==> config.mk <==
export PLATFORM = sky130hd
export DESIGN_NAME = mem_access_stage
export DESIGN_NICKNAME = d
export VERILOG_FILES = /design/src/rtl/mem_access_stage.sv
export SDC_FILE = /design/constraint.sdc
export NUM_CORES = 1
export LEC_CHECK = 0
export CAP_MARGIN = 40
export CORE_UTILIZATION = 35
export DETAILED_ROUTE_END_ITERATION = 10
export PLACE_DENSITY = 0.79
export SYNTH_ARGS = -nofsm -noshare
export SYNTH_HDL_FRONTEND = slang
export SYNTH_SLANG_ARGS = --single-unit
==> constraint.sdc <==
create_clock -name clk -period 2.4 [get_ports clk]
set_clock_uncertainty 0.2 [all_clocks]
set_input_delay 0.36 -clock clk [delete_from_list [all_inputs] [get_ports clk]]
set_output_delay 0.36 -clock clk [all_outputs]
set_load 0.02 [all_outputs]
==> src/rtl/mem_access_stage.sv <==
// Memory access stage: sits between EX/MEM and MEM/WB. Issues one data-memory
// access per load/store over a req/ack handshake, lane-aligns store data and
// byte enables, extends load data, and stalls the pipeline while the access
// is outstanding. Misaligned, illegal and timed-out accesses raise mem_fault.
module mem_access_stage #(
  parameter int datawidth = 32,
  parameter int regindex  = 5,
  parameter int TIMEOUT   = 16
) (
  input  logic                 clk,
  input  logic                 rst,
  input  logic                 valid_in,
  input  logic                 mem_read,
  input  logic                 mem_write,
  input  logic [2:0]           funct3,
  input  logic [datawidth-1:0] DataALU_in,
  input  logic [datawidth-1:0] store_data,
  input  logic [regindex-1:0]  regdindex_in,
  input  logic [1:0]           WBsel_in,
  input  logic                 Regwrite_in,
  input  logic [datawidth-1:0] PC_in,
  output logic [datawidth-1:0] DataMEM_out,
  output logic [datawidth-1:0] DataALU_out,
  output logic [regindex-1:0]  regdindex_out,
  output logic [1:0]           WBsel_out,
  output logic                 Regwrite_out,
  output logic [datawidth-1:0] PC_out,
  output logic                 stall,
  output logic                 mem_fault,
  output logic                 dmem_req,
  output logic                 dmem_we,
  output logic [datawidth-1:0] dmem_addr,
  output logic [datawidth-1:0] dmem_wdata,
  output logic [3:0]           dmem_be,
  input  logic [datawidth-1:0] dmem_rdata,
  input  logic                 dmem_ack
);

  typedef enum logic [1:0] {IDLE, BUSY, DONE} state_t;

  localparam int TW = $clog2(TIMEOUT + 1);

  state_t                 state;
  logic [TW-1:0]          timer;
  logic                   fault_r;
  logic [datawidth-1:0]   load_data;
  logic [1:0]             off_r;
  logic [2:0]             f3_r;

  logic                   op;
  logic                   bad;
  logic                   illegal_f3;
  logic                   misaligned;
  logic [3:0]             be_next;
  logic [datawidth-1:0]   wdata_next;
  logic [datawidth-1:0]   lane;
  logic [datawidth-1:0]   ext;

  assign DataALU_out   = DataALU_in;
  assign regdindex_out = regdindex_in;
  assign WBsel_out     = WBsel_in;
  assign PC_out        = PC_in;
  assign Regwrite_out  = Regwrite_in & ~mem_fault;

  assign op = valid_in & (mem_read | mem_write);

  // Classify the incoming access: illegal width, conflicting direction, misalignment
  always_comb begin
    illegal_f3 = 1'b0;
    case (funct3)
      3'b000, 3'b001, 3'b010: illegal_f3 = 1'b0;
      3'b100, 3'b101:         illegal_f3 = mem_write;
      default:                illegal_f3 = 1'b1;
    endcase
    misaligned = 1'b0;
    if (funct3[1:0] == 2'b10)
      misaligned = |DataALU_in[1:0];
    else if (funct3[1:0] == 2'b01)
      misaligned = DataALU_in[0];
    bad = illegal_f3 | (mem_read & mem_write) | misaligned;
  end

  // Byte enables and lane-replicated store data for the access being issued
  always_comb begin
    be_next    = 4'b1111;
    wdata_next = store_data;
    case (funct3[1:0])
      2'b00: begin
        be_next    = 4'b0001 << DataALU_in[1:0];
        wdata_next = {4{store_data[7:0]}};
      end
      2'b01: begin
        be_next    = DataALU_in[1] ? 4'b1100 : 4'b0011;
        wdata_next = {2{store_data[15:0]}};
      end
      default: begin
        be_next    = 4'b1111;
        wdata_next = store_data;
      end
    endcase
  end

  // Shift the addressed lane down and sign/zero-extend it (offset/width latched at issue)
  always_comb begin
    lane = dmem_rdata >> {off_r, 3'b000};
    case (f3_r)
      3'b000:  ext = {{24{lane[7]}}, lane[7:0]};
      3'b001:  ext = {{16{lane[15]}}, lane[15:0]};
      3'b100:  ext = {24'd0, lane[7:0]};
      3'b101:  ext = {16'd0, lane[15:0]};
      default: ext = lane;
    endcase
  end

  // Access sequencer: issue in IDLE, wait for ack or timeout in BUSY, present result in DONE
  always_ff @(posedge clk or negedge rst) begin
    if (!rst) begin
      state      <= IDLE;
      dmem_req   <= 1'b0;
      dmem_we    <= 1'b0;
      dmem_addr  <= '0;
      dmem_wdata <= '0;
      dmem_be    <= '0;
      load_data  <= '0;
      fault_r    <= 1'b0;
      timer      <= '0;
      off_r      <= '0;
      f3_r       <= '0;
    end else begin
      case (state)
        IDLE: begin
          fault_r <= 1'b0;
          timer   <= '0;
          if (op && !bad) begin
            state      <= BUSY;
            dmem_req   <= 1'b1;
            dmem_we    <= mem_write;
            dmem_addr  <= {DataALU_in[datawidth-1:2], 2'b00};
            dmem_be    <= be_next;
            dmem_wdata <= wdata_next;
            off_r      <= DataALU_in[1:0];
            f3_r       <= funct3;
          end
        end
        BUSY: begin
          // Ack is tested first so an ack on the final allowed cycle is not a fault
          if (dmem_ack) begin
            load_data <= dmem_we ? '0 : ext;
            dmem_req  <= 1'b0;
            state     <= DONE;
          end else if (timer == TW'(TIMEOUT - 1)) begin
            load_data <= '0;
            fault_r   <= 1'b1;
            dmem_req  <= 1'b0;
            state     <= DONE;
          end else begin
            timer <= timer + 1'b1;
          end
        end
        DONE: begin
          fault_r <= 1'b0;
          timer   <= '0;
          state   <= IDLE;
        end
        default: state <= IDLE;
      endcase
    end
  end

  // Pipeline-facing status derived from the current state
  always_comb begin
    stall       = 1'b0;
    mem_fault   = 1'b0;
    DataMEM_out = '0;
    case (state)
      IDLE: begin
        stall     = op & ~bad;
        mem_fault = op & bad;
      end
      BUSY: stall = 1'b1;
      DONE: begin
        DataMEM_out = load_data;
        mem_fault   = fault_r;
      end
      default: ;
    endcase
  end

endmodule

Word-level counts from Yosys, hierarchy flattened --
Cells that the tools add are included.
Storage, ports and cells: bits in registers 113, input port bits 145, output and inout bits 176
Operators by class: add/subtract/negate cells 1, eq/ne operators 17, shifts and indexed selects 2, multiplexer cells 27, bitwise logic cells 10, reduce and logical (&&, ||, !) cells 19
Operators by type and width (count):
- 32-bit two-way mux | 4
- 32-bit one-hot mux with 4 select lines | 1
- 32-bit one-hot mux with 2 select lines | 1
- 32-bit by 5-bit >> shifter with 32-bit output | 1
- 3-bit equality test, second input constant | 4
- 5-bit two-way mux | 2
- 1-bit one-hot mux with 2 select lines | 5
- 5-bit one-hot mux with 2 select lines | 1
- 3-bit AND reduction | 3
- 2-bit != test, second input constant | 4
- 4-bit one-hot mux with 2 select lines | 1
- 1-bit two-way mux | 7
- 3-bit by 1-bit equality test with 1-bit output, second input constant | 2
- 3-bit logical NOT | 2
- 2-bit two-way mux | 3
- 2-bit AND reduction | 3
- 2-bit nonzero test | 3
- 2-bit OR reduction | 3
- 5-bit by 1-bit adder with 5-bit output, second input constant | 1
- 1-bit bitwise AND | 5
- 5-bit by 4-bit equality test with 1-bit output, second input constant | 1
- 2-bit by 1-bit equality test with 1-bit output, second input constant | 2
- 2-bit equality test, second input constant | 2
- 2-bit logical NOT | 2
- other kinds (10) | 13

Logic depth before layout (Yosys ltp) --
depth in word-level cells 9, gate-level depth with buffers 9

Worst setup path before layout --
Ideal clock, no wire load.
path type reg-to-reg, start register timer[0], end register load_data[30], setup time 0.127 ns, data arrival time 1.886 ns, slack 0.187 ns, stages on the path, launching flop included 9, buffers on the path 2, clock period less this slack 2.213 ns, cell sequence dfrtp_1 -> ha_1 -> and3_1 -> ha_1 -> nor2_1 -> or2_2 -> clkbuf_1 -> clkbuf_1 -> a221o_2
Between the ends: word-level cells in the longest chain between the ends 3
Ends and longest elaborated chain:
- start, declared | RTL line 44 | logic [TW-1:0] timer;
- start signal, assigned | RTL line 157 | timer <= timer + 1'b1;
- 5-bit by 4-bit equality test with 1-bit output | RTL line 151 | end else if (timer == TW'(TIMEOUT - 1)) begin
- 2-bit nonzero test (no source line)
- 2-bit AND reduction (no source line)
- end signal, assigned | RTL line 148 | load_data <= dmem_we ? '0 : ext;
- end, declared | RTL line 46 | logic [datawidth-1:0] load_data;
No other way between the ends. A chain may end at the register's enable or synchronous reset.

Worst setup path after layout --
start register state[0], end output port DataMEM_out[15]
Between the ends: word-level cells in the longest chain between the ends 2
Ends and longest elaborated chain:
- start, declared | RTL line 43 | state_t state;
- start signal, assigned | RTL line 118 | state <= IDLE;
- start signal, assigned | RTL line 135 | state <= BUSY;
- start signal, assigned | RTL line 150 | state <= DONE;
- 2-bit equality test | RTL line 175 | case (state)
- 32-bit two-way mux | RTL line 175
- end, declared | RTL line 22 | output logic [datawidth-1:0] DataMEM_out,
No other way between the ends.

==> impl_metrics.ini <==
[layout]
diodes = 0
area_growth_pct = 45.4
fin_area_sq_um = 8890
final_util_pct = 52.8
layout_common_cells = 204 x clkdlybuf4s50_1, 113 x dfrtp_1, 94 x mux2_2
nFillCells = 1504
num-nets-final = 863
drive_above_1_share_pct = 23.5
layout_commonest_cell = clkdlybuf4s50_1

[power_and_ir_drop]
cellLeakagePower_nw = 3.89
p_per_area_nw_per_um2 = 949
pwr-share-clk_pct = 30.0
seq_power_share_pct = 34.7
swShare_pct = 31.1
p_int_mw = 5.81
pwr-share-comb_pct = 35.3
p_sw_mw = 2.62
irDropWorstVdd_mv = 0.543

[clock_network]
clock_latency_ns = 0.40
htreeDepth = 4
cts.clk_slew.worst_paths_ns = 0.05
numCtsBuffers = 17
cts_tree = done
post_cts.repair.setup_buffers = 0
cts_buffer_depth = 2
cts_sinks = 113
ctsRootBufferMaster = clkbuf_16

[floorplan]
die_y_microns = 134
coreArea_sq_um = 16800
start_util_pct = 36.3
ios = 321
num_rows = 47
die-area_sq_um = 18000
dieWidth_microns = 134

[drt]
wl_per_cell_microns = 17.2
first_pass_iters = 6
wirelength_microns = 16300
route.detailed.drc = 0
via_per_inst = 4.89
drt_first_iter_violations = 121
top_layer = met4
wl_met2_microns = 7980
wl_met1_microns = 6490
met3WireLength_microns = 1450
antenna_left = 0
vias = 4637

[yosys]
ys_seq_elements = 113
ys_seq_area_share_pct = 46.3
syn-instance-count = 534
ys_warn_count = 0
synth_cell_types = 41
synth.avg_cell_area_sq_um = 11.4
netlist_area_sq_um = 6110

[placement]
dp_hpwl_microns = 11700
placed_area_sq_um = 8320
io_buffer_count = 240
gp_congestion = 0.766
dp_slack_ns = -0.237

[worst_setup_path]
endpoint_kind = output pin
crit_path_start_kind = flop
arrival_ns = 1.74
setup.worst_path.class = reg -> out
worstPathMaxFanout = 32
required_ns = 1.84
rrSetupSlack_ns = 0.23

[timing]
period_needed_ns = 2.30
tightest_slew_ns = 0.630
setup_violations = 0
max_freq_mhz = 435
hold_violations = 0
finalMaxSlewViolations = 0
min_period_over_period_pct = 95.9
grt_setup_unrepaired = no
slew_headroom_pct = 58.0
worst_slack_ns = 0.0995

[outcome]
status = finished clean

[flow_run]
drv_cap = 0

[global_route]
grt_pass1_vias = 4855
grt_util_all_layers_pct = 18.5
grt_max_degree = 114
grt_pass1_wl_microns = 25700
grt.overflow.total = 0
antenna_found_initial = 0

[worst_hold_path]
min_path_type = reg -> reg
-- cell type report --
class	instances	area [sq um]	area share [%]
Sequential cell	113	2830	31.8
Timing Repair Buffer	267	2630	29.5
Multi-Input combinational cell	312	2550	28.6
Clock buffer	20	457	5.14
Tap cell	220	275	3.10
Clock inverter	11	138	1.55
Inverter	5	18.8	0.211
-- power groups by stage --
| stage | registers [mW] | logic (mW) | clock network [mW] |
|---|---|---|---|
| final | 2.92 | 2.98 | 2.53 |
| after global routing | 3.02 | 3.18 | 2.68 |
| after CTS | 2.93 | 3.00 | 2.60 |
| after detailed placement | 2.95 | 3.00 | 0 |
| after global placement | 2.93 | 2.97 | 0 |
| after floorplan | 3.33 | 1.31 | 0 |
-- per-layer routing --
layer,global-route usage (%),up-vias
met2,30.8,188
met4,8.11,0
met1,21.1,2254
met3,7.14,30
li1,-,2165
met5,0,-
-- state kept, by name (all words and copies together), names as in the netlist, 2 cells and up --
register and cells:
load_data 32, state 2, dmem_wdata 32, off_r 2, f3_r 3, dmem_addr 30
dmem_be 4, timer 5
-- Yosys cell counts, drive strengths merged --
master   count  area [sq um]
dfrtp      113          2830
mux2        94          1060
buf         86           667
and2        36           225
o21ai       35           175
mux2i       27           270
nand2       27           101
clkbuf      19          72.6
a21oi       18          90.1
a221o       16           173
nor2        15          58.8
nand3b       7          52.6
inv          5          18.8
nand2b       4          25.0
nor2b        3          18.8
o31ai        3          22.5
and3         2          12.5
ha           2          25.0
mux4         2          45.0
nor3b        2          25.0
o21bai       2          15.0
or2          2          12.5
xnor2        2          17.5
conb         1          3.75
nand3        1          5.00
nand4        1          6.26
nand4bb      1          11.3
nor3         1          5.00
nor4         1          21.3
o211a        1          10.0
o211ai       1          7.51
o21a         1          7.51
o2bb2ai      1          8.76
o32ai        1          8.76
xor2         1          8.76
-- through the flow --
step,power (mW),hold slack [ns],setup TNS [ns],cells
6_report,8.44,0.274,0,948
5_1_grt,8.88,0.306,0,948
4_1_cts,8.53,0.277,0,948
3_5_place_dp,5.96,0.265,-6.96,916
3_3_place_gp,5.89,0.258,-6.22,916
2_1_floorplan,4.64,-0.136,0,535
-- cells by family (layout without fill, tap and decap cells) --
group / after synthesis / in the layout / synth area share [%]
other cells: 1 / 2 / 0.0613
simple gates: 103 / 103 / 9.50
mux: 123 / 123 / 22.5
buf+inv: 110 / 303 / 12.4
compound gates: 79 / 79 / 8.47
flops: 113 / 113 / 46.3
fa+ha+maj: 2 / 2 / 0.409
xor+xnor: 3 / 3 / 0.430
-- worst max-delay path, stage by stage (launching register included) --
cell             delay [ns]
dfrtp_1                0.47
nor2_4                 0.17
buf_12                 0.18
and2_1                 0.18
clkdlybuf4s15_1        0.32
-- worst paths after layout --
| check | cells after the start | start | endpoint |
|---|---|---|---|
| max | 4 | state[0]$_DFFE_PN0P_ | DataMEM_out[15] |
| min | 2 | load_data[4]$_DFFE_PN0P_ | load_data[4]$_DFFE_PN0P_ |
| max reg2reg | 8 | timer[0]$_DFFE_PN0P_ | load_data[11]$_DFFE_PN0P_ |
| min reg2reg | 2 | load_data[4]$_DFFE_PN0P_ | load_data[4]$_DFFE_PN0P_ |
| max in group asynchronous | 3 | rst | dmem_addr[13]$_DFFE_PN0P_ |
| min in group asynchronous | 3 | rst | load_data[0]$_DFFE_PN0P_ |
-- timing repair --
item | CTS | global route
setup endpoints to repair | 35 | 18
pin swaps | 0 | 0
resized for setup | 37 | 6
hold endpoints to repair | 113 | 0
hold buffers | 1 | 0
No activity file was read; power rests on OpenSTA's default activity.
==> RTL edit (same flow settings) <==
Re-encode `state_t` (3 states) as one-hot, 3 bits wide.
--- a/src/rtl/mem_access_stage.sv
+++ b/src/rtl/mem_access_stage.sv
@@ -36,7 +36,7 @@
   input  logic                 dmem_ack
 );
 
-  typedef enum logic [1:0] {IDLE, BUSY, DONE} state_t;
+  typedef enum logic [2:0] {IDLE = 3'b001, BUSY = 3'b010, DONE = 3'b100} state_t;
 
   localparam int TW = $clog2(TIMEOUT + 1);
 
Check against the original RTL: no difference found for any inputs over 4 cycles, from zero or initial values and one cycle with rst low; so few cycles prove little.
==> RTL edit against the unedited design <==
Worst setup slack worse by 0.027 ns; synthesized area down 0.29%; total power fell by 5.5%; utilization up 0.34 points; cell area rose by 0.65%; sequential cell count grew 1; routed wire length up 3.8%; sequential share of layout area up 0.12 points; largest power group is now sequential cells; clock power is 6% higher.
==> RTL edit: results <==
run_status:
  outcome: "complete, no violations"
layout:
  reg.largest.list: "dmem_wdata (32), load_data (32), dmem_addr (30)"
  fillers: 1497
  drive_above_1_share_pct: 27.48
  fin_nets: 880
worst_setup_path:
  rr_worst_depth: 6
  arrival_ns: 1.77
  crit_path_start: "state[1]$_DFFE_PN0P_"
  r2r_end: "load_data[26]$_DFFE_PN0P_"
  crit_end: "DataMEM_out[26]"
  r2r_slack_ns: 0.12
  cp_slowest_stage_delay_ns: 0.45
  worstPathMaxFanout: 16
  worstReg2RegStart: "state[0]$_DFFE_PN1P_"
  critPathSlowestCell: "dfrtp_2"
power:
  irDropWorstVdd_uv: 551.4
  leakage_nw: 3.811
global_routing:
  antenna_found_initial: 0
  grt_pass1_vias: 5146
  grt_max_degree: 43
  grtUsageTotal_pct: 19.12
  grt_pass1_wl_microns: 26520
placement:
  gp_congestion: 0.7987
  hpwl_microns: 12120
timing:
  slew_headroom_pct: 46.80
  whs_ns: 0.2656
synth:
  seq_area_frac_synth_pct: 46.82
  yosys.area_share.adder_pct: 0.4105
  async_reset_ff_share_pct: 100.0
  synth_xor_area_share_pct: 0
  ys_top_cells_by_count: "dfrtp_1, mux2_2, buf_4"
  synth_compound_area_share_pct: 10.02
  synthTopCellsByArea: "dfrtp_1, mux2_2, buf_4, mux2i_1, o21ai_0"
  yosysUniqueCellTypes: 43
  synthMuxAreaShare_pct: 21.51
drt:
  dr.first_iter.drc_count: 171
  firstDrtPassIters: 6
  wirelength_microns: 16900
  vias: 4803
clock_network:
  cts_buffers: 17
  h-tree-depth: 4
  clk_pin_slew_ns: 0.06
min_path:
  hp-class: "input port to asynchronous set/reset pin"
[RTL edit: cell families after synthesis]
kind of cell / count (synthesis)
mux: 118
other cells: 1
buf+inv: 112
flops: 114
simple gates: 101
fa+ha+maj: 2
compound gates: 96
[RTL edit: through the flow]
stage / utilization, % / power [W] / worst slack [ns] / area [sq um] / instances
floorplan: - / 0.004144 / 0.1386 / 6100 / 545
global placement: 49.78 / 0.005283 / -0.2237 / 8372 / 929
detailed placement: 49.81 / 0.005334 / -0.2388 / 8377 / 930
CTS: 53.64 / 0.008061 / 0.001603 / 9021 / 964
global route: 53.18 / 0.008357 / -0.008431 / 8945 / 966
finish: 53.18 / 0.007970 / 0.07271 / 8945 / 966
[RTL edit: power breakdown]
group | leakage (nW) | internal [W] | switching [W] | total, W
clock network | 0.298 | 0.00176 | 0.000910 | 0.00267
logic | 2.12 | 0.00139 | 0.00123 | 0.00262
registers | 1.40 | 0.00240 | 0.000281 | 0.00268
[RTL edit: repair_timing]
item / in CTS / in global routing
setup buffers: 1 / 1
hold buffers: 1 / 0
pin swaps: 0 / 0
endpoints found under the setup margin: 34 / 32
resized for setup: 67 / 44
cloned: 0 / 1
hold endpoints to repair: 34 / 0
[RTL edit: routing by layer]
layer / vias to the layer above / GRT usage, % / wire (microns)
li1: 2226 / - / -
met1: 2327 / 21.41 / 6691
met2: 218 / 32.15 / 8146
met3: 32 / 8.314 / 1660
met4: 0 / 6.944 / 403
met5: - / 0 / 0
[RTL edit: final cells by class]
type                    count  area [sq um]  area share (%)
inverters                   8         30.03          0.3357
clock buffers              18         439.2           4.910
flip-flops and latches    114          2856           31.93
repair buffers            273          2615           29.23
well taps                 220         275.3           3.077
multi-input cells         319          2541           28.41
clock inverters            14         187.7           2.098
